`config.mk`:
```
export PLATFORM = sky130hd
export DESIGN_NAME = pc_trace_buffer
export DESIGN_NICKNAME = d
export VERILOG_FILES = /design/src/rtl/trace_pkg.sv /design/src/rtl/trace_fifo.sv /design/src/rtl/pc_trace_buffer.sv
export SDC_FILE = /design/constraint.sdc
export NUM_CORES = 1
export LEC_CHECK = 0
export ABC_AREA = 1
export BUFFER_PORTS_ARGS = -buffer_cell sky130_fd_sc_hd__buf_2
export CAP_MARGIN = 30
export CORE_MARGIN = 5
export CORE_UTILIZATION = 65
export DETAILED_ROUTE_END_ITERATION = 12
export PLACE_DENSITY = 0.84
export RECOVER_POWER = 25
export REMOVE_ABC_BUFFERS = 1
export SYNTH_ARGS = -nofsm -noshare
export SYNTH_HDL_FRONTEND = slang
export SYNTH_SLANG_ARGS = --single-unit
```
`constraint.sdc`:
```
create_clock -name clk -period 2.9 [get_ports clk]
set_input_delay 0.145 -clock clk [delete_from_list [all_inputs] [get_ports clk]]
set_output_delay 0.145 -clock clk [all_outputs]
set_load 0.02 [all_outputs]
```
`src/rtl/trace_pkg.sv`:
```
// Shared types and constants for the PC trace buffer.
// Optional per-entry timestamps are enabled by the TRACE_TIMESTAMP_EN macro.
package trace_pkg;

  localparam int PC_W          = 4;
  localparam int DEFAULT_DEPTH = 16;
  localparam int DEFAULT_TS_W  = 12;

  typedef enum logic [1:0] {
    IDLE    = 2'd0,
    CAPTURE = 2'd1,
    FROZEN  = 2'd2
  } trace_state_t;

  // Entry layout for the default configuration: timestamp above PC.
  typedef struct packed {
`ifdef TRACE_TIMESTAMP_EN
    logic [DEFAULT_TS_W-1:0] ts;
`endif
    logic [PC_W-1:0]         pc;
  } trace_entry_t;

endpackage

```
`src/rtl/trace_fifo.sv`:
```
// Synchronous FIFO with flush; a push is accepted when full only if a pop
// happens on the same edge.
module trace_fifo #(
  parameter int DEPTH = 16,
  parameter int W     = 4
) (
  input  logic                   clk,
  input  logic                   rst,
  input  logic                   push,
  input  logic                   pop,
  input  logic                   flush,
  input  logic [W-1:0]           wdata,
  output logic [W-1:0]           rdata,
  output logic                   full,
  output logic                   empty,
  output logic [$clog2(DEPTH):0] count
);

  localparam int AW = $clog2(DEPTH);

  logic [W-1:0]  mem [DEPTH];
  logic [AW-1:0] wptr;
  logic [AW-1:0] rptr;
  logic          do_push;
  logic          do_pop;

  assign empty   = (count == '0);
  assign full    = (count == (AW+1)'(DEPTH));
  assign do_pop  = pop && !empty;
  assign do_push = push && (!full || do_pop);

  // Pointers wrap naturally because DEPTH is a power of two.
  always_ff @(posedge clk) begin
    if (rst || flush) begin
      wptr  <= '0;
      rptr  <= '0;
      count <= '0;
    end else begin
      if (do_push) wptr <= wptr + 1'b1;
      if (do_pop)  rptr <= rptr + 1'b1;
      case ({do_push, do_pop})
        2'b10:   count <= count + 1'b1;
        2'b01:   count <= count - 1'b1;
        default: count <= count;
      endcase
    end
  end

  always_ff @(posedge clk) begin
    if (do_push && !flush && !rst) mem[wptr] <= wdata;
  end

  assign rdata = empty ? '0 : mem[rptr];

endmodule

```
`src/rtl/pc_trace_buffer.sv`:
```
// Captures changes of the CPU program counter into a FIFO for later readout.
// Define TRACE_TIMESTAMP_EN to tag each entry with a free-running timestamp.
module pc_trace_buffer
  import trace_pkg::*;
#(
  parameter int DEPTH = DEFAULT_DEPTH,
  parameter int TS_W  = DEFAULT_TS_W
) (
  input  logic                   clk,
  input  logic                   rst,
  input  logic [PC_W-1:0]        pc_trace,
  input  logic                   trace_en,
  input  logic                   clear,
  output logic                   out_valid,
  input  logic                   out_ready,
  output logic [PC_W-1:0]        out_pc,
`ifdef TRACE_TIMESTAMP_EN
  output logic [TS_W-1:0]        out_ts,
`endif
  output logic [$clog2(DEPTH):0] count,
  output logic                   overflow
);

`ifdef TRACE_TIMESTAMP_EN
  localparam int ENTRY_W = PC_W + TS_W;
`else
  localparam int ENTRY_W = PC_W;
`endif

  trace_state_t       state;
  trace_state_t       next_state;
  logic               first_q;
  logic [PC_W-1:0]    last_pc;
  logic               push_req;
  logic               push_ok;
  logic               pop_fire;
  logic               drop;
  logic               full;
  logic               empty;
  logic [ENTRY_W-1:0] wdata;
  logic [ENTRY_W-1:0] rdata;

  assign out_valid = !empty;
  assign pop_fire  = out_valid && out_ready;
  assign push_ok   = push_req && !clear && (!full || pop_fire);
  assign drop      = push_req && !clear && full && !pop_fire;

  always_ff @(posedge clk) begin
    if (rst) state <= IDLE;
    else     state <= next_state;
  end

  always_comb begin
    next_state = state;
    case (state)
      IDLE:    if (trace_en) next_state = CAPTURE;
      CAPTURE: begin
        if (drop)           next_state = FROZEN;
        else if (!trace_en) next_state = IDLE;
      end
      FROZEN:  next_state = FROZEN;
      default: next_state = IDLE;
    endcase
    if (clear) next_state = IDLE;
  end

  always_comb begin
    push_req = 1'b0;
    if (state == CAPTURE) push_req = first_q || (pc_trace != last_pc);
  end

  // The first capture cycle after IDLE pushes even if the PC repeats.
  always_ff @(posedge clk) begin
    if (rst) begin
      first_q  <= 1'b0;
      last_pc  <= '0;
      overflow <= 1'b0;
    end else begin
      first_q <= (state != CAPTURE) && (next_state == CAPTURE);
      if (push_ok) last_pc <= pc_trace;
      if (clear)     overflow <= 1'b0;
      else if (drop) overflow <= 1'b1;
    end
  end

`ifdef TRACE_TIMESTAMP_EN
  logic [TS_W-1:0] ts_q;

  always_ff @(posedge clk) begin
    if (rst) ts_q <= '0;
    else     ts_q <= ts_q + 1'b1;
  end

  assign wdata  = {ts_q, pc_trace};
  assign out_ts = rdata[ENTRY_W-1:PC_W];
`else
  assign wdata  = pc_trace;
`endif

  assign out_pc = rdata[PC_W-1:0];

  trace_fifo #(
    .DEPTH (DEPTH),
    .W     (ENTRY_W)
  ) u_fifo (
    .clk   (clk),
    .rst   (rst),
    .push  (push_req && !clear),
    .pop   (out_ready),
    .flush (clear),
    .wdata (wdata),
    .rdata (rdata),
    .full  (full),
    .empty (empty),
    .count (count)
  );

endmodule

```
==> out/results.tsv <==
stage	metric	value	unit
yosys	synth-edff-count	64	
sta	tns	0	ns
placement	placed_cell_area	4010	sq um
die	fp.dieH	86.5	um
global_route	overflow	0	
yosys	synth_top_area_share	50.5	%
worst_setup_path	cp_cell_sequence	inv_1, a21oi_1, a21oi_1, o21ai_0, a21oi_1, buf_2	
detailed_routing	viasPerCell	6.18	
detailed_routing	drt_iter0_drc	384	
yosys	synth_cells	357	
worst_setup_path	slowest_delay	0.70	ns
die	ioPinCount	20	
power	p_leak	1.54	nW
sta	setup_viol	0	
final_layout	area.growth.synth_to_final	10.3	%
worst_hold_path	hold_class	in2reg	
worst_setup_path	cp.arrival	2.40	ns
sta	slew_headroom	41.3	%
worst_setup_path	regToRegStartpoint	u_fifo.count[3]	
final_layout	diodes	0	
placement	gp_congestion	0.861	
worst_setup_path	crit_type	reg2out	
sta	min_period	2.55	ns
clocking	cts_tree	done	
placement	dp.cells	446	
detailed_routing	drtAntennaViolNets	0	
sta	fmax	393	MHz
sta	drv_slew	0	
global_route	antenna_found_initial	0	
worst_setup_path	start_kind	flop	
yosys	async_flop_share	0	%
sta	fin_ws	0.353	ns
yosys	ys_seq_elements	89	
worst_hold_path	min_from	pc_trace[1]	
detailed_routing	wl_per_cell	18.5	um
placement	dp_slack	0.536	ns
clocking	clock_sinks	89	
worst_setup_path	reg2reg_slack	0.49	ns
global_route	grt_pass1_wl	13600	um
clocking	cts_buffer_depth	2	
yosys	yosysMostFrequentCell	edfxtp_1	
final_layout	fin_nets	403	
die	initial_core_util	67.9	%
worst_setup_path	cp-end-kind	primary output	
yosys	synth_cell_type_count	32	
placement	io_buffers	19	
worst_setup_path	cp_slowest_cell	dfxtp_1	
status	status	finished clean	
yosys	ys_warn_count	0	
detailed_routing	drc	0	
worst_setup_path	crit_required	2.76	ns
sta	finalHoldViolCount	0	
detailed_routing	vias	2857	
clocking	ctsHoldBuffers	0	
clocking	clk_latency	0.36	ns
sta	rsz0062_at_grt	false	
placement	hpwl	5720	um
yosys	synth_area	3810	sq um
detailed_routing	routed_wl	8560	um
final_layout	drive_gt1_share	12.6	%
worst_setup_path	rr_endpoint	u_fifo.mem[0][1]	
worst_hold_path	hold_end	last_pc[1]	
yosys	synth_largest_area_cell	edfxtp_1	
job	max_cap_violations	0	
global_route	grt_pass1_vias	2709	
final_layout	postLayoutCoreUtil	74.9	%
yosys	ys_top_cells_by_count	edfxtp_1 (64), nor2_1 (54), o21ai_0 (38), inv_1 (34), nand2_1 (29)	
yosys	synth.yosys.seq_area_share	63.6	%
die	num_rows	27	
power	powerDensity	564	nW/um^2
sta	worst_pin_slew	0.880	ns
sta	skew	0.0102	ns
worst_setup_path	crit_fanout	17	
worst_setup_path	rr_worst_depth	8	
detailed_routing	drt_first_pass_iters	7	
clocking	cts-root-buf	clkbuf_8	
yosys	synth_flop_cell	edfxtp_1	
clocking	cts_max_level	3	
die	die_area	7490	sq um
clocking	post_cts_resized	0	
sta	layout_worst_path_cycle_share	87.8	%
yosys	postSynthAreaPerCell	10.7	sq um
yosys	synth_top_cells_by_area	edfxtp_1 (50%), dfxtp_1 (13%), nor2_1 (5.3%)	
clocking	path_clk_slew	0.09	ns
worst_setup_path	critical_path.most_common_cell	a21oi_1	
worst_hold_path	hold_depth	3	
final_layout	final_area	4200	sq um
global_route	track_usage	24.2	%
global_route	grt_max_degree	35	
power	irDropWorstVdd	0.373	mV
clocking	cts_setup_buffers	0	
die	die-width	86.5	um
clocking	cts_buffers	9	
final_layout	stdcell_count	462	
die	coreArea	5610	sq um
## cells in the final DEF (no fill, tap or decap), types with 4 or more instances in the layout
| cell type | count |
|---|---|
| a21oi_1 | 25 |
| nand2_1 | 29 |
| nand3_1 | 21 |
| inv_1 | 34 |
| o221ai_1 | 12 |
| edfxtp_1 | 64 |
| o21ai_1 | 4 |
| buf_2 | 16 |
| o21ai_0 | 38 |
| ha_1 | 8 |
| clkbuf_8 | 9 |
| nor3_1 | 7 |
| dfxtp_1 | 25 |
| clkbuf_1 | 5 |
| buf_4 | 6 |
| nand2_2 | 4 |
| nor2_1 | 54 |
## stage by stage
| step | total power [W] | hold WS (ns) |
|---|---|---|
| finish | 0.00237 | 0.0695 |
| global placement | 0.00149 | 0.417 |
| global route | 0.00243 | 0.100 |
| CTS | 0.00236 | 0.0678 |
| floorplan | 0.00145 | 0.244 |
| detailed placement | 0.00149 | 0.426 |
## area by class of cell
class / count / area [sq um]
Sequential cell: 89 / 2420
Fill cell: 403 / 1410
Multi-Input combinational cell: 221 / 1200
Timing Repair Buffer: 27 / 144
Inverter: 37 / 141
Clock buffer: 9 / 124
Tap cell: 72 / 90.1
Clock inverter: 7 / 85.1
## worst max-delay path, delay by kind of cell (launching register included)
kind | cells | cell delay, ns
DFF | 1 | 0.70
AOI/OAI and AO/OA | 4 | 0.71
buffers and inverters | 2 | 0.63
## cells by family after synthesis
kind of cell             count (synthesis)  share of synthesized area [%]
AND/OR/NAND/NOR                        123                           14.6
flip-flops                              89                           63.6
AO/OA/AOI/OAI                           85                           12.7
buffers and inverters                   47                           4.99
adder cells (fa/ha/maj)                  9                           3.15
XOR/XNOR                                 4                          0.920
## registers in the layout, summed over array words and instances (netlist names), named ones only
| signal | cells |
|---|---|
| last_pc | 4 |
| state | 2 |
| u_fifo.rptr | 4 |
| u_fifo.mem | 64 |
| u_fifo.wptr | 4 |
| overflow | 1 |
| first_q | 1 |
| u_fifo.count | 5 |
## power by group
group | switching [W] | internal, W
sequential | 0.00000520 | 0.00136
combinational | 0.0000682 | 0.0000265
clock | 0.000427 | 0.000476
total | 0.000501 | 0.00187
## routing by layer
| layer | GRT usage, % | part of all wire, % | up-vias |
|---|---|---|---|
| li1 | - | - | 1309 |
| met1 | 31.3 | 39 | 1337 |
| met2 | 39.5 | 48 | 179 |
| met3 | 5.42 | 9.9 | 32 |
| met4 | 10.5 | 3.2 | 0 |
| met5 | 0 | 0 | - |
## worst max path at each step
stage,startpoint,to,slack (ns),depth (start not counted)
finish,flop,out_pc[0],0.35,6
global route,flop,out_pc[0],0.20,8
CTS,flop,out_pc[0],0.41,6
detailed placement,pc_trace[0],u_fifo.mem[0][3],0.54,9
global placement,pc_trace[0],u_fifo.count[4],0.66,17
floorplan,u_fifo.count[1],u_fifo.count[4],0.75,14
(Power assumes the default switching activity.)
